===== config.mk =====
export PLATFORM = sky130hd
export DESIGN_NAME = game_flow_ctrl_flat
export DESIGN_NICKNAME = d
export VERILOG_FILES = /design/src/rtl/game_flow_ctrl_pkg.sv /design/src/rtl/game_flow_ctrl_if.sv /design/src/rtl/game_flow_ctrl_frame_timer.sv /design/src/rtl/game_flow_ctrl.sv /design/src/flat_wrapper.sv
export SDC_FILE = /design/constraint.sdc
export NUM_CORES = 1
export LEC_CHECK = 0
export CORE_MARGIN = 2
export CORE_UTILIZATION = 28
export DETAILED_ROUTE_END_ITERATION = 6
export DONT_BUFFER_PORTS = 1
export HOLD_SLACK_MARGIN = 0.06
export PLACE_DENSITY = 0.48
export RECOVER_POWER = 50
export SETUP_SLACK_MARGIN = 0.3
export SYNTH_ARGS = -nofsm -noshare
export SYNTH_HDL_FRONTEND = slang
export SYNTH_SLANG_ARGS = --single-unit

===== constraint.sdc =====
create_clock -name clk -period 2.27 [get_ports clk]
set_input_delay 0.454 -clock clk [delete_from_list [all_inputs] [get_ports clk]]
set_output_delay 0.454 -clock clk [all_outputs]
set_load 0.05 [all_outputs]

===== src/rtl/game_flow_ctrl_pkg.sv =====
// Shared types and constants for the game flow controller.
//   - state_e    : 3-bit FSM state encoding, also exported on state_o
//   - LIVES_W    : lives counter width
//   - LEVEL_W    : level index width
//   - DEF_*      : default timing / lives constants used as top parameters
package game_ctrl_pkg;

  localparam int LIVES_W = 3;
  localparam int LEVEL_W = 2;

  localparam int DEF_START_LIVES = 3;
  localparam int DEF_DIE_FRAMES  = 60;
  localparam int DEF_DONE_FRAMES = 90;

  typedef enum logic [2:0] {
    IDLE       = 3'd0,
    PLAY       = 3'd1,
    DYING      = 3'd2,
    RESPAWN    = 3'd3,
    LEVEL_DONE = 3'd4,
    GAME_OVER  = 3'd5,
    PAUSED     = 3'd6
  } state_e;

endpackage


===== src/rtl/game_flow_ctrl_if.sv =====
// Bundle between the VGA timing/collision side, the physics block and the
// game flow controller.
//   master : drives frame_start, buttons, collision levels, landing pulse;
//            observes tick/freeze/respawn and game status
//   slave  : the controller (game_flow_ctrl)
// Parameter SCORE_W sets the score bus width.
interface game_flow_ctrl_if #(
  parameter int SCORE_W = 16
);
  import game_ctrl_pkg::*;

  logic               frame_start;
  logic               start_btn;
  logic               pause_btn;
  logic               hazard_hit;
  logic               goal_reached;
  logic               jump_landed_pulse;
  logic               game_tick;
  logic               freeze;
  logic               phys_rst_n;
  logic [2:0]         state_o;
  logic [LIVES_W-1:0] lives;
  logic [LEVEL_W-1:0] level;
  logic [SCORE_W-1:0] score;

  modport master (
    output frame_start, start_btn, pause_btn, hazard_hit, goal_reached,
           jump_landed_pulse,
    input  game_tick, freeze, phys_rst_n, state_o, lives, level, score
  );

  modport slave (
    input  frame_start, start_btn, pause_btn, hazard_hit, goal_reached,
           jump_landed_pulse,
    output game_tick, freeze, phys_rst_n, state_o, lives, level, score
  );

endinterface


===== src/rtl/game_flow_ctrl_frame_timer.sv =====
// Frame counter shared by the DYING and LEVEL_DONE phases.
//   clk, rst     : clock, synchronous active-high reset
//   clear        : zero the count (state entry)
//   frame_start  : one count per video frame
//   limit[6:0]   : terminal frame count
//   done         : 1 while count >= limit
// The count saturates at 127 so a long stay cannot wrap back below limit.
module frame_timer (
  input  logic       clk,
  input  logic       rst,
  input  logic       clear,
  input  logic       frame_start,
  input  logic [6:0] limit,
  output logic       done
);

  logic [6:0] count_q;

  always_ff @(posedge clk) begin
    if (rst || clear) begin
      count_q <= '0;
    end else if (frame_start && (count_q != 7'h7f)) begin
      count_q <= count_q + 7'd1;
    end
  end

  assign done = (count_q >= limit);

endmodule


===== src/rtl/game_flow_ctrl.sv =====
// Game sequencer sitting between VGA timing/collision logic and physics.
//   clk, rst : clock, synchronous active-high reset
//   bus      : game_flow_ctrl_if.slave (frame strobe, buttons, collisions,
//              landing pulse in; game_tick, freeze, phys_rst_n, state_o,
//              lives, level, score out)
// Optional feature macro: GAME_PAUSE_EN (pause button toggles PLAY/PAUSED).
//
// state      | meaning
// IDLE       | waiting for start press
// PLAY       | physics running, collisions and landings evaluated
// DYING      | death animation, counts DIE_FRAMES frames
// RESPAWN    | one-cycle physics reset, then PLAY
// LEVEL_DONE | level-complete pause, counts DONE_FRAMES frames
// GAME_OVER  | status held until start press
// PAUSED     | motion frozen (GAME_PAUSE_EN only)
module game_flow_ctrl
  import game_ctrl_pkg::*;
#(
  parameter int START_LIVES = DEF_START_LIVES,
  parameter int NUM_LEVELS  = 4,
  parameter int DIE_FRAMES  = DEF_DIE_FRAMES,
  parameter int DONE_FRAMES = DEF_DONE_FRAMES,
  parameter int SCORE_W     = 16
) (
  input logic             clk,
  input logic             rst,
  game_flow_ctrl_if.slave bus
);

  state_e             state_q, state_d;
  logic [LIVES_W-1:0] lives_q, lives_d;
  logic [LEVEL_W-1:0] level_q, level_d;
  logic [SCORE_W-1:0] score_q, score_d;
  logic               game_tick_q, freeze_q, phys_rst_n_q, start_prev_q;
  logic               start_edge, timer_clear, timer_done;
  logic [6:0]         timer_limit;

  assign start_edge = bus.start_btn & ~start_prev_q;

`ifdef GAME_PAUSE_EN
  logic pause_prev_q, pause_edge;

  always_ff @(posedge clk) begin
    if (rst) pause_prev_q <= 1'b0;
    else     pause_prev_q <= bus.pause_btn;
  end

  assign pause_edge = bus.pause_btn & ~pause_prev_q;
`else
  logic unused_pause;
  assign unused_pause = bus.pause_btn;
`endif

  // Any state change restarts the shared frame count.
  assign timer_clear = (state_d != state_q);
  assign timer_limit = (state_q == DYING) ? 7'(DIE_FRAMES) : 7'(DONE_FRAMES);

  frame_timer u_frame_timer (
    .clk         (clk),
    .rst         (rst),
    .clear       (timer_clear),
    .frame_start (bus.frame_start),
    .limit       (timer_limit),
    .done        (timer_done)
  );

  always_ff @(posedge clk) begin
    if (rst) begin
      state_q      <= IDLE;
      lives_q      <= LIVES_W'(START_LIVES);
      level_q      <= '0;
      score_q      <= '0;
      game_tick_q  <= 1'b0;
      freeze_q     <= 1'b1;
      phys_rst_n_q <= 1'b0;
      start_prev_q <= 1'b0;
    end else begin
      state_q      <= state_d;
      lives_q      <= lives_d;
      level_q      <= level_d;
      score_q      <= score_d;
      game_tick_q  <= bus.frame_start;
      // Registered from the next state so they line up with state_q.
      freeze_q     <= (state_d != PLAY);
      phys_rst_n_q <= (state_d != RESPAWN);
      start_prev_q <= bus.start_btn;
    end
  end

  always_comb begin
    state_d = state_q;
    lives_d = lives_q;
    level_d = level_q;
    score_d = score_q;
    case (state_q)
      IDLE: begin
        if (start_edge) begin
          lives_d = LIVES_W'(START_LIVES);
          level_d = '0;
          score_d = '0;
          state_d = RESPAWN;
        end
      end
      PLAY: begin
        if (bus.jump_landed_pulse && (score_q != '1)) score_d = score_q + 1'b1;
        // Hazard takes priority over goal when both overlap.
        if (bus.hazard_hit) begin
          lives_d = lives_q - 1'b1;
          state_d = DYING;
        end else if (bus.goal_reached) begin
          state_d = LEVEL_DONE;
        end
`ifdef GAME_PAUSE_EN
        else if (pause_edge) begin
          state_d = PAUSED;
        end
`endif
      end
      DYING: begin
        if (timer_done) state_d = (lives_q == '0) ? GAME_OVER : RESPAWN;
      end
      RESPAWN: state_d = PLAY;
      LEVEL_DONE: begin
        if (timer_done) begin
          level_d = (level_q == LEVEL_W'(NUM_LEVELS - 1)) ? '0 : level_q + 1'b1;
          state_d = RESPAWN;
        end
      end
      GAME_OVER: begin
        if (start_edge) state_d = IDLE;
      end
`ifdef GAME_PAUSE_EN
      PAUSED: begin
        if (pause_edge) state_d = PLAY;
      end
`endif
      default: state_d = IDLE;
    endcase
  end

  assign bus.game_tick  = game_tick_q;
  assign bus.freeze     = freeze_q;
  assign bus.phys_rst_n = phys_rst_n_q;
  assign bus.state_o    = state_q;
  assign bus.lives      = lives_q;
  assign bus.level      = level_q;
  assign bus.score      = score_q;

endmodule


===== src/flat_wrapper.sv =====
// flat-port wrapper written by rule: the top's interface ports become plain ports
module game_flow_ctrl_flat import game_ctrl_pkg::*;
#(
  parameter int START_LIVES = DEF_START_LIVES,
  parameter int NUM_LEVELS  = 4,
  parameter int DIE_FRAMES  = DEF_DIE_FRAMES,
  parameter int DONE_FRAMES = DEF_DONE_FRAMES,
  parameter int SCORE_W     = 16
)
  (clk, rst, bus_frame_start, bus_start_btn, bus_pause_btn, bus_hazard_hit, bus_goal_reached, bus_jump_landed_pulse, bus_game_tick, bus_freeze, bus_phys_rst_n, bus_state_o, bus_lives, bus_level, bus_score);
  game_flow_ctrl_if #(.SCORE_W(SCORE_W)) bus_i ();
  input logic clk;
  input logic rst;
  input wire logic [$bits(bus_i.frame_start)-1:0] bus_frame_start;
  input wire logic [$bits(bus_i.start_btn)-1:0] bus_start_btn;
  input wire logic [$bits(bus_i.pause_btn)-1:0] bus_pause_btn;
  input wire logic [$bits(bus_i.hazard_hit)-1:0] bus_hazard_hit;
  input wire logic [$bits(bus_i.goal_reached)-1:0] bus_goal_reached;
  input wire logic [$bits(bus_i.jump_landed_pulse)-1:0] bus_jump_landed_pulse;
  output wire logic [$bits(bus_i.game_tick)-1:0] bus_game_tick;
  output wire logic [$bits(bus_i.freeze)-1:0] bus_freeze;
  output wire logic [$bits(bus_i.phys_rst_n)-1:0] bus_phys_rst_n;
  output wire logic [$bits(bus_i.state_o)-1:0] bus_state_o;
  output wire logic [$bits(bus_i.lives)-1:0] bus_lives;
  output wire logic [$bits(bus_i.level)-1:0] bus_level;
  output wire logic [$bits(bus_i.score)-1:0] bus_score;
  assign bus_i.frame_start = bus_frame_start;
  assign bus_i.start_btn = bus_start_btn;
  assign bus_i.pause_btn = bus_pause_btn;
  assign bus_i.hazard_hit = bus_hazard_hit;
  assign bus_i.goal_reached = bus_goal_reached;
  assign bus_i.jump_landed_pulse = bus_jump_landed_pulse;
  assign bus_game_tick = bus_i.game_tick;
  assign bus_freeze = bus_i.freeze;
  assign bus_phys_rst_n = bus_i.phys_rst_n;
  assign bus_state_o = bus_i.state_o;
  assign bus_lives = bus_i.lives;
  assign bus_level = bus_i.level;
  assign bus_score = bus_i.score;
  game_flow_ctrl #(.START_LIVES(START_LIVES), .NUM_LEVELS(NUM_LEVELS), .DIE_FRAMES(DIE_FRAMES), .DONE_FRAMES(DONE_FRAMES), .SCORE_W(SCORE_W)) u_core (.clk(clk), .rst(rst), .bus(bus_i));
endmodule

== Yosys cells after proc, flatten, opt, wreduce, memory -nomap -nowiden ==
Index checks and enable logic that the tools add are counted.

* Register bits: 35
* Logic and storage cells: 60
* Input bits: 8
* Output and inout port bits: 27

* Multiplexer cells: 19
* Reduce and logical (&&, ||, !) cells: 10
* Add/subtract/negate cells: 4
* Order comparisons: 1
* Bitwise gates (word level): 2
* Equal/unequal tests: 15

{| class="wikitable"
|+ Operators by type and width
! kind !! count
|-
| $mux 16 || 2
|-
| $pmux 16 s2 || 1
|-
| $mux 3 || 9
|-
| $pmux 3 s6 || 1
|-
| $add 16x1->16 const B || 1
|-
| $ne 16x16->1 const B || 1
|-
| $reduce_and 3->1 || 3
|-
| $add 7x1->7 const B || 1
|-
| $ge 7x7->1 || 1
|-
| $mux 7 || 1
|-
| $ne 7x7->1 const B || 1
|-
| $eq 3x2->1 const B || 2
|-
| $eq 3x3->1 const B || 2
|-
| $logic_not 3->1 || 2
|-
| $mux 2 || 3
|-
| $ne 2x1->1 const B || 3
|-
| $pmux 3 s2 || 1
|-
| $pmux 2 s2 || 1
|-
| $reduce_bool 2->1 || 2
|-
| $eq 3x1->1 const B || 1
|-
| $ne 3x1->1 const B || 1
|-
| $ne 3x2->1 const B || 1
|-
| $ne 3x3->1 || 1
|-
| $sub 3x1->3 const B || 1
|-
| other kinds (7) || 8
|}

== Depth between registers and ports, before layout ==
* Depth after elaboration: 7
* Gate-level depth with buffers: 10
* Depth with buffers taken out: 9

== Hierarchy ==
Synthesis repeated with hierarchy kept, for this count alone.

* Cells, all modules: 253
* Area, all modules: 2,109.5 µm²

{| class="wikitable"
|+ By module, submodules not included
! module !! cells an instance !! area each (µm²) !! seq. area each (µm²) !! times used
|-
| game_flow_ctrl || 192 || 1,607.8 || 560.5 || 1
|-
| frame_timer || 61 || 501.7 || 140.1 || 1
|}

== Least setup slack after synthesis ==
OpenSTA, ideal clock, no wires.

* Path type: register -> register
* Start: register u_core.state_q[0] (netlist: u_core.bus.state_o[0])
* End: register u_core.freeze_q (netlist: u_core.bus.freeze)
* Cell stages (with the launch flop): 11
* Setup time: 0.127 ns
* Buffers on the path: 2
* Slack: -0.509 ns
* Arrival: 2.652 ns
* Period minus slack after synthesis: 2.779 ns
* Required time: 2.143 ns
* Cell sequence: dfxtp_1 -> clkbuf_1 -> or2_2 -> clkinv_1 -> ha_1 -> nand2_1 -> a311o_1 -> and2_4 -> buf_6 -> o221a_1 -> or3_1

* Cells in the longest elaborated chain, start to end: 6
* Elaborated cells on any way between the ends: 16
* Classes of those cells: order compare (1); eq/ne (6); mux (8); reduce/logical (1)

{| class="wikitable"
|+ Ends and longest elaborated chain
! what !! RTL line !! source
|-
| start: declaration || game_flow_ctrl.sv:30 || <nowiki>state_e state_q, state_d;</nowiki>
|-
| start signal: assignment || game_flow_ctrl.sv:78 || <nowiki>state_q <= state_d;</nowiki>
|-
| $eq 3x2->1 || game_flow_ctrl.sv:56, game_flow_ctrl.sv:95 ||
|-
| $mux 7 || game_flow_ctrl.sv:56 || <nowiki>assign timer_limit = (state_q == DYING) ? 7'(DIE_FRAMES) : 7'(DONE_FRAMES);</nowiki>
|-
| $ge 7x7->1 || game_flow_ctrl_frame_timer.sv:27 || <nowiki>assign done = (count_q >= limit);</nowiki>
|-
| $mux 3, on equally long branches || game_flow_ctrl.sv:124, game_flow_ctrl.sv:120 ||
|-
| $pmux 3 s6 (*) || game_flow_ctrl.sv:95 || <nowiki>case (state_q)</nowiki>
|-
| $ne 3x1->1 (*) || game_flow_ctrl.sv:84 || <nowiki>freeze_q <= (state_d != PLAY);</nowiki>
|-
| end signal: assignment || game_flow_ctrl.sv:84 ||
|-
| end: declaration || game_flow_ctrl.sv:34 || <nowiki>logic game_tick_q, freeze_q, phys_rst_n_q, start_prev_q;</nowiki>
|}

Every way passes the cells marked *; elsewhere a longest branch is shown, timed or not.
A chain may end at the register's enable or synchronous reset.

== Worst setup path after layout ==
* Start: register u_core.state_q[2] (netlist: u_core.bus.state_o[2])
* End: register u_core.freeze_q (netlist: u_core.bus.freeze)

Same word-level chain as after synthesis.

==> metrics.csv <==
stage,metric,value,unit
outcome,outcome,"finished, final reports clean",
global_route,GRT Util Overall,0.126,
layout,Area Overhead vs Synth,23.7,%
timing,crit path time final,2.24,ns
clock_tree,clock sinks,35,
power,LEAKAGE,0.000785,uW
timing,Slew Limit Headroom,0.486,
placement,DP HPWL,3.24,mm
layout,Antenna Cells,0,
setup_path,critical path capture point type,flop,
detailed_routing,wire per inst,13.4,um
detailed_routing,DRC Markers,0,
logic_synthesis,Post-synth EDFFs,0,
clock_tree,clock slew at reported path FFs,0.08,ns
floorplanning,core box area,6680,um^2
power,sw frac,0.294,
layout,# nets final,272,
layout,fin cells,336,
global_route,GRT overflow,0,
placement,DP Area,2240,um^2
detailed_routing,"wirelength, routed",4.49,mm
setup_path,Critical Path Start Type,flop,
floorplanning,Die H,86.5,um
global_route,first-pass GRT wire length,7.51,mm
floorplanning,# IOs,35,
timing,Hold Fails Final Rpt,0,
layout,most frequent cells in the layout,"nor2_1 (27), dfxtp_1 (24), nand2_1 (15), clkbuf_1 (15), buf_4 (15)",
timing,max-slew violations,0,
timing,Worst Clk Skew,0.0116,ns
layout,design area,2360,um^2
run,Max-Cap Viols,0,
clock_tree,Max Buffers Root-to-Sink,2,
clock_tree,"Clk Latency, worst-skew pair",0.29,ns
power,Clk pwr share,0.340,
power,Logic pwr share,0.159,
floorplanning,die footprint,7490,um^2
power,Int Pwr,925,uW
setup_path,Crit path required time,2.44,ns
logic_synthesis,Post-Syn Nets,244,
logic_synthesis,Mapped Area,1910,um^2
floorplanning,Die Wd,86.5,um
power,Reg power frac,0.502,
logic_synthesis,Most used DFF post-synth,dfxtp_1,
layout,"most common cell after layout, fill and taps aside",nor2_1,
timing,final setup fails,0,
layout,share of layout cells above drive strength 1,0.219,
detailed_routing,vias,1653,
setup_path,WS Path Type,reg2reg,
timing,TNS Setup,0,ns
setup_path,arrival time at the worst endpoint,2.41,ns
detailed_routing,DRT iter0 DRCs,44,
layout,Fill cells,715,
timing,Final Cycle Share,0.989,
global_route,largest net degree at the start of global routing,17,
placement,placed cell count,327,
layout,Sequential cell area,722,um^2
placement,# port buffers,0,
logic_synthesis,syn_area_per_cell,8.40,um^2
layout,"Core Util, Final",0.353,
timing,worst hold slack,0.217,ns
logic_synthesis,Yosys reg bits,35,
detailed_routing,vias per inst,4.92,
clock_tree,CTS tree,yes,
detailed_routing,Detail Route Antenna Nets,0,
global_route,initial antenna violation count,0,
power,Net Switching,386,uW
hold_path,Hold Path Class,in2reg,
setup_path,critical path peak fanout,5,
clock_tree,CTS Root Cell,clkbuf_8,
timing,Peak Freq,446,MHz
clock_tree,hold buffers post-CTS,0,
floorplanning,Placement Rows,30,
logic_synthesis,YS warnings,0,
power,Peak VDD IR,310,uV
power,Power Density,556,nW/um^2
logic_synthesis,sequential fraction of the synthesis area,0.367,
layout,multi-input logic area,1240,um^2
timing,RSZ-0062 raised after global routing,yes,
placement,GPL Wtd Cong,0.724,
logic_synthesis,unique cell type count in the Yosys netlist,46,
clock_tree,H-tree depth reported by CTS,2,
floorplanning,Initial Utilization,0.285,
clock_tree,CTS Buf Count,5,
logic_synthesis,asr flop ratio synth,0,
detailed_routing,drt pass-1 iters,4,
timing,Tightest Pin Transition,0.770,ns
logic_synthesis,Mapped Cells,227,
global_route,vias in the first global route,1628,
layer usage:
| metal | routed length (um) | GRT usage | up-vias |
|---|---|---|---|
| li1 | - | - | 856 |
| met4 | 23 | 0.0412 | 0 |
| met2 | 2080 | 0.203 | 30 |
| met3 | 207 | 0.0495 | 2 |
| met5 | 0 | 0 | - |
| met1 | 2180 | 0.156 | 765 |
stage by stage:
stage          power, uW  setup slack (ns)
4_1_cts             1320            0.0194
3_5_place_dp         857          -0.00682
5_1_grt             1390           -0.0507
3_3_place_gp         857           0.00470
6_report            1310            0.0258
2_1_floorplan        812            -0.158
power by group through the flow:
| stage | logic [uW] | registers (uW) | clock network (uW) |
|---|---|---|---|
| final | 208 | 658 | 445 |
| after global routing | 229 | 660 | 500 |
| after CTS | 197 | 658 | 466 |
| after detailed placement | 184 | 672 | 0 |
| after global placement | 184 | 673 | 0 |
| after floorplan | 118 | 695 | 0 |
synth_stat cells (all sizes together), types with 2 or more instances:
library cell | n | area share
dfxtp | 35 | 0.37
nor2 | 30 | 0.059
nand2 | 16 | 0.033
a21oi | 14 | 0.037
xnor2 | 14 | 0.064
nor3 | 10 | 0.026
ha | 9 | 0.059
nand3 | 9 | 0.024
inv | 7 | 0.014
nand4 | 7 | 0.023
o21ai | 7 | 0.018
clkbuf | 6 | 0.012
nand2b | 6 | 0.020
and2 | 5 | 0.018
nor4 | 5 | 0.034
o211ai | 5 | 0.020
or2 | 5 | 0.016
nor2b | 4 | 0.013
nor3b | 4 | 0.016
and4 | 3 | 0.014
buf | 3 | 0.011
xor2 | 3 | 0.014
a22oi | 2 | 0.0079
a31oi | 2 | 0.0066
o221ai | 2 | 0.0092
or3 | 2 | 0.0066
critical path: stages (launching register included):
cell and delay [ns]:
dfxtp_4 0.34, nand2b_4 0.13, or2_4 0.28, ha_4 0.27, nand2b_1 0.05, a311o_1 0.32
and2_4 0.18, o221a_1 0.21, or3_1 0.34
logic make-up after synthesis:
| kind of cell | count (synthesis) | share of synthesized area |
|---|---|---|
| and+or+nand+nor | 111 | 0.324 |
| AOI/OAI and AO/OA | 36 | 0.122 |
| DFF | 35 | 0.367 |
| xor gates and xnor gates | 17 | 0.0781 |
| buffers and inverters | 17 | 0.0387 |
| adders and majority gates | 9 | 0.0591 |
| muxes | 2 | 0.0112 |
what timing repair did:
action                     in CTS  in global routing
pin swaps                       4                  4
setup endpoints to repair      14                 15
setup buffers                   0                  1
gates resized for setup         6                  9
area by class of cell:
cell class	count	share of cell area
multi-input cells	175	0.526
flip-flops and latches	35	0.306
repair buffers	30	0.0748
well taps	80	0.0424
clock buffers	6	0.0308
inverters	8	0.0143
clock inverters	2	0.00531
final timing paths:
kind	from	slack [ns]	depth (start not counted)	endpoint
worst max-delay path	u_core.bus.state_o[2]$_SDFF_PP0_	0.03	8	u_core.bus.freeze$_SDFF_PP1_
worst min register to register	u_core.u_frame_timer.count_q[1]$_SDFFE_PP0P_	0.49	2	u_core.u_frame_timer.count_q[1]$_SDFFE_PP0P_
worst min-delay path	rst	0.22	1	u_core.bus.score[0]$_SDFFE_PP0P_
worst max register to register	u_core.bus.state_o[2]$_SDFF_PP0_	0.03	8	u_core.bus.freeze$_SDFF_PP1_
state kept, by name (all words and copies together), names as in the netlist:
register	cells
u_core.bus.state_o	3
u_core.bus.score	16
u_core.bus.phys_rst_n	1
u_core.bus.level	2
u_core.u_frame_timer.count_q	7
u_core.bus.lives	3
u_core.start_prev_q	1
u_core.bus.game_tick	1
u_core.bus.freeze	1
(Power assumes the default switching activity.)
==> patch 1 (same settings) <==
`SCORE_W` is set to 16 in 3 places; all go to 18.
--- a/src/rtl/game_flow_ctrl_if.sv
+++ b/src/rtl/game_flow_ctrl_if.sv
@@ -7,3 +7,3 @@
 interface game_flow_ctrl_if #(
-  parameter int SCORE_W = 16
+  parameter int SCORE_W = 18
 );
--- a/src/rtl/game_flow_ctrl.sv
+++ b/src/rtl/game_flow_ctrl.sv
@@ -22,3 +22,3 @@
   parameter int DONE_FRAMES = DEF_DONE_FRAMES,
-  parameter int SCORE_W     = 16
+  parameter int SCORE_W     = 18
 ) (
--- a/src/flat_wrapper.sv
+++ b/src/flat_wrapper.sv
@@ -7,3 +7,3 @@
   parameter int DONE_FRAMES = DEF_DONE_FRAMES,
-  parameter int SCORE_W     = 16
+  parameter int SCORE_W     = 18
 )
Interface: changed (resized bus_score); port bits go from 35 to 37. No check against the original RTL was run, so the function may have changed too.
==> patch 1 against the original RTL <==
  * Area after synthesis is 5.2% higher
  * Die area up 5.0%
  * Power grew 29%
  * Sequential power rose by 4.7%
  * Sequential cell count increased by 2
  * Count of clock-buffer cells in the layout shrank 1
  * Critical path type unchanged
  * Setup slack improved by 0.17 ns
  * Core utilization up 3.2 points
  * Routed wire length increased by 10%
  * Final cell count increased by 7.1%
  * Highest routed layer unchanged
  * Final area grew 12%
  * Critical path depth fell by 2
==> patch 1: results (changes against the original RTL) <==
Global route
  – Vias in the first global route: 1674 (+2.8%)
  – Initial antenna violation count: 0 (unchanged)
  – First-pass GRT wire length: 8.07 mm (+7.4%)
  – GRT Overall Usage: 13.2% (+0.57 points)
  – Largest net degree at the start of global routing: 28 (+11)

Clock tree
  – H-tree depth: 2 (unchanged)
  – Clk slew on worst S/H paths: 0.08 ns (about the same)
  – Clock latency on the worst-skew pair: 0.29 ns (about the same)

Drt
  – Vias per cell: 4.95 (+0.67%)
  – Final wirelength: 4.95 mm (+10%)
  – Remaining DRCs: 0 (unchanged)
  – 1st-iter DRT viols: 70 (+59%)

Yosys
  – Area contributors post-synth: dfxtp_1 37%, ha_1 5.6%, a21oi_1 5.5%
  – Synth top cells by count: 37 x dfxtp_1, 22 x a21oi_1, 19 x nand2_1
  – Synth cell types: 53 (+15%)
  – Sequential fraction of the synthesis area: 36.9% (+0.16 points)
  – Synth Instances: 236 (+4.0%)
  – Syn Nets: 253 (+3.7%)
  – FFs w/ async S/R, synth: 0% (unchanged)

Final layout
  – Final Non-Filler Cells: 360 (+7.1%)
  – Layout cells sized above 1: 28.8% (+6.9 points)
  – Max reg flops: 18 (+2)
  – Layout fillers: 728 (+1.8%)
  – Ant diodes: 0 (unchanged)
  – Layout Nets: 280 (+2.9%)

Power and ir drop
  – P_sw: 0.477 mW (+24%)
  – Lkg Pwr: 0.896 nW (+14%)
  – Worst-case vdd ir drop: 0.250 mV (-19%)

Run status
  – Status: completed

Critical path
  – Critical R2R Launch: u_core.bus.score[3]
  – Flop-to-flop setup slack: 0.20 ns (+0.17 ns)
  – WP data arrival: 2.30 ns (-0.11 ns)
  – CP max FO: 13 (+8)
  – Worst r2r dst: u_core.bus.score[5]
  – Reg2reg path depth: 6 (-2)

STA
  – Clock skew: 0.0106 ns (-0.000986 ns)
  – Max transition margin: 46.0% (-2.6 points)
  – Final hold slack: 0.217 ns (-0.0000140 ns)

Placed design
  – DP HPWL: 3.66 mm (+13%)
  – Gp weighted congestion: 0.782 (+8.1%)
  – Cells after DPL: 347 (+6.1%)

Worst hold path
  – Hold Path Depth: 1 (unchanged)
  – Hold_sp: rst
  – Hold worst-path end: u_core.bus.score[1]
patch 1: cell count changes after synthesis, sizes merged, moves of 4 or more:
cell	before	now
nor4	5	1
a21oi	14	23
or4	1	6
xnor2	14	8
o31ai	0	7
o211ai	5	1
nor2	30	19
or3	2	9
patch 1: layout make-up:
class                   instances  area [sq um]  area share, %
clock inverters                 3          65.1           2.46
well taps                      96           120           4.54
repair buffers                 27           191           7.24
multi-input cells             183          1380           52.2
clock buffers                   5          68.8           2.60
flip-flops and latches         37           783           29.6
inverters                       9          33.8           1.28
patch 1: worst max-delay path by stage:
stage | from | endpoint | cells after the start
after floorplan | u_core.bus.state_o[2] | u_core.bus.state_o[0] | 9
after global placement | u_core.bus.state_o[2] | u_core.bus.state_o[0] | 8
after detailed placement | u_core.bus.state_o[2] | u_core.bus.state_o[0] | 8
after CTS | u_core.bus.state_o[0] | u_core.bus.state_o[0] | 8
after global routing | u_core.bus.score[3] | u_core.bus.score[13] | 6
final | u_core.bus.score[3] | u_core.bus.score[5] | 6
patch 1: per-stage QoR:
stage	setup slack (ns)	cell area, sq um
finish	0.201	2640
global route	0.128	2640
CTS	0.250	2650
detailed placement	0.137	2450
global placement	0.161	2450
floorplan	0.0881	2220
patch 1: critical path, stage by stage, from the launching register on:
cell	delay [ns]
dfxtp_4	0.48
nand3_4	0.13
or4_4	0.58
o31ai_4	0.34
clkbuf_16	0.25
o31ai_1	0.08
a21oi_1	0.14
patch 1: what timing repair did:
action / CTS / global route
pin swaps: 8 / 1
resized for setup: 8 / 2
gates cloned: 0 / 1
setup endpoints to repair: 18 / 25
buffers inserted: 4 / 0
patch 1: cell families (layout without fill, tap and decap cells):
logic type	after synthesis	count (layout)	share of synthesized area, %
xor+xnor	10	10	4.36
compound gates	57	57	18.9
mux	3	3	1.50
fa+ha+maj	9	9	5.61
buf+inv	16	44	3.74
simple gates	104	104	29.0
flops	37	37	36.9
patch 1: layer usage:
| metal | track usage, % | part of all wire [%] | wire, um | vias to the layer above |
|---|---|---|---|---|
| li1 | - | - | - | 922 |
| met1 | 16.9 | 48 | 2370 | 827 |
| met2 | 20.6 | 46 | 2250 | 29 |
| met3 | 4.85 | 5.3 | 263 | 5 |
| met4 | 4.55 | 1.3 | 62 | 0 |
| met5 | 0 | 0 | 0 | - |
patch 1: power groups by stage:
| stage | Combinational, mW | Sequential [mW] | Clock (mW) |
|---|---|---|---|
| finish | 0.303 | 0.689 | 0.695 |
| global route | 0.334 | 0.692 | 0.743 |
| CTS | 0.295 | 0.689 | 0.720 |
| detailed placement | 0.274 | 0.704 | 0 |
| global placement | 0.273 | 0.704 | 0 |
| floorplan | 0.186 | 0.738 | 0 |
==> patch 2 (same settings) <==
Made on the original files. The option `GAME_PAUSE_EN` is turned on by a define.
--- a/src/rtl/game_flow_ctrl.sv
+++ b/src/rtl/game_flow_ctrl.sv
@@ -15,2 +15,4 @@
 // PAUSED     | motion frozen (GAME_PAUSE_EN only)
+`define GAME_PAUSE_EN
+
 module game_flow_ctrl
Formal check against the unedited RTL: not equivalent (Yosys sat finds a counterexample within 4 cycles, from zero or initial values and one cycle with rst high).
==> patch 2 against the original RTL <==
  * Final area rose by 3.5%
  * Clock skew barely moved
  * Hold slack lost 0.0031 ns
  * Final cell count shrank 0.89%
  * Fmax grew 2.9%
  * Largest cell class unchanged
  * Routed wire length is 4.2% higher
  * Sequential cell count up 1
  * Combinational power up 39%
  * Setup slack gained 0.063 ns
  * Power grew 18%
  * Area after synthesis increased by 1.6%
==> patch 2: results (changes against the original RTL) <==
Global route
  – Initial antenna violation count: 0 (unchanged)
  – Vias in the first global route: 1532 (-5.9%)
  – First-pass GRT wire length: 7.60 mm (+1.3%)
  – GRT Overall Usage: 13.0% (+0.37 points)
  – Largest net degree at the start of global routing: 16 (-1)

Critical path
  – CP startpoint: u_core.bus.state_o[0]
  – Worst r2r dst: u_core.bus.state_o[2]
  – WP data arrival: 2.42 ns
  – Reg2reg path depth: 10 (+2)
  – CP max FO: 4 (-1)

Final layout
  – Commonest non-fill, non-tap cell in the layout: dfxtp_1
  – Max reg flops: 16 (unchanged)
  – Layout cells sized above 1: 22.5% (+0.65 points)
  – Final Non-Filler Cells: 333 (-0.89%)
  – Ant diodes: 0 (unchanged)
  – Layout Nets: 269 (-1.1%)

Placed design
  – Dpl ws: 0.0161 ns (+0.0229 ns)
  – Placed Area: 2210 sq um (-1.5%)
  – Port Buffers: 0 (unchanged)
  – Cells after DPL: 322 (-1.5%)
  – DP HPWL: 3.39 mm (+4.4%)
  – Gp weighted congestion: 0.850 (+17%)

Yosys
  – Synth Instances: 222 (-2.2%)
  – Yosys warning count: 0 (unchanged)
  – Area contributors post-synth: dfxtp_1 37%, xor2_1 6.8%, nor2_1 6.2%
  – Sequential fraction of the synthesis area: 37.2% (+0.44 points)
  – FFs w/ async S/R, synth: 0% (unchanged)
  – Synth top cells by count: 36 x dfxtp_1, 32 x nor2_1, 15 x xor2_1
  – Synth cell types: 42 (-8.7%)
  – Syn Nets: 239 (-2.0%)

STA
  – Final min period: 2.18 ns (-0.0632 ns)
  – Max transition margin: 49.1% (+0.42 points)
  – Setup violators final: 0 (unchanged)
  – Clock skew: 0.0116 ns (+0.0000133 ns)

Drt
  – 1st-iter DRT viols: 35 (-20%)
  – DR vias: 1632 (-1.3%)
  – Final wirelength: 4.68 mm (+4.2%)
  – 1st-pass router iterations: 4 (unchanged)

Clock tree
  – CTS buffer count: 5 (unchanged)
  – Clock latency on the worst-skew pair: 0.30 ns
  – Clk slew on worst S/H paths: 0.08 ns (about the same)
  – Clock Tree Buf Depth: 2 (unchanged)
  – Root Buffer: clkbuf_8
  – H-tree depth: 2 (unchanged)

Power and ir drop
  – Net Sw Frac: 29.9% (+0.41 points)
  – Lkg Pwr: 0.890 nW (+13%)
  – Worst-case vdd ir drop: 0.231 mV (-26%)

Run status
  – Status: completed

Worst hold path
  – Hold Path Class: input pin to flop
## patch 2: cell count changes in the layout (fill, tap and decap cells not counted), moves of 6 or more
cell     delta
xor2_1     +12
and3_1      +6
dfxtp_2     -7
buf_4       -7
dfxtp_1    +10
xnor2_1     -9
## patch 2: how the worst min path moves through the flow
stage	from	to	slack, ns	cells past startpoint
finish	rst	u_core.bus.state_o[0]	0.21	1
global route	rst	u_core.bus.state_o[0]	0.20	1
CTS	rst	u_core.bus.state_o[1]	0.20	1
detailed placement	u_core.u_frame_timer.count_q[1]	u_core.u_frame_timer.count_q[1]	0.50	2
global placement	u_core.u_frame_timer.count_q[1]	u_core.u_frame_timer.count_q[1]	0.51	2
floorplan	u_core.u_frame_timer.count_q[1]	u_core.u_frame_timer.count_q[1]	0.47	2
## patch 2: kinds of logic (layout without fill, tap and decap cells)
kind of cell,Yosys count,after routing,share of synthesized area (%)
and+or+nand+nor,110,110,31.4
DFF,36,36,37.2
AOI/OAI and AO/OA,28,28,10.5
xor gates and xnor gates,20,20,9.04
buffers and inverters,16,47,4.45
adders and majority gates,9,9,5.81
muxes,3,3,1.61
## patch 2: critical path, stage by stage, from the launching register on
cell	delay [ns]
dfxtp_4	0.34
and2b_2	0.23
nand2b_4	0.09
buf_6	0.13
ha_4	0.24
and4_4	0.26
o31ai_4	0.08
and2_4	0.18
mux2_4	0.30
and3_4	0.18
nor2_1	0.07
## patch 2: final cells by class
type / count / area, sq um
multi-input cells: 170 / 1310
repair buffers: 30 / 158
fillers: 701 / 4320
clock inverters: 3 / 42.5
clock buffers: 5 / 68.8
well taps: 80 / 100
flip-flops and latches: 36 / 726
inverters: 9 / 33.8
## patch 2: timing repair
action | CTS | global route
pin swaps | 4 | 13
buffers inserted | 2 | 1
setup endpoints to repair | 14 | 24
hold buffers | 0 | 0
gates resized for setup | 8 | 24
## patch 2: layer usage
metal  vias up  routed length [um]  global-route usage, %
met1       757                2220                   16.5
met2        34                2080                   20.1
met4         0                  78                   5.03
met5         -                   0                      0
met3         8                 297                   4.83
li1        833                   -                      -
## patch 2: power by group through the flow
stage | combinational, mW | sequential [mW] | clock, mW
5_1_grt | 0.318 | 0.678 | 0.631
3_3_place_gp | 0.231 | 0.691 | 0
3_5_place_dp | 0.232 | 0.691 | 0
4_1_cts | 0.246 | 0.676 | 0.604
6_report | 0.290 | 0.675 | 0.583
2_1_floorplan | 0.164 | 0.719 | 0
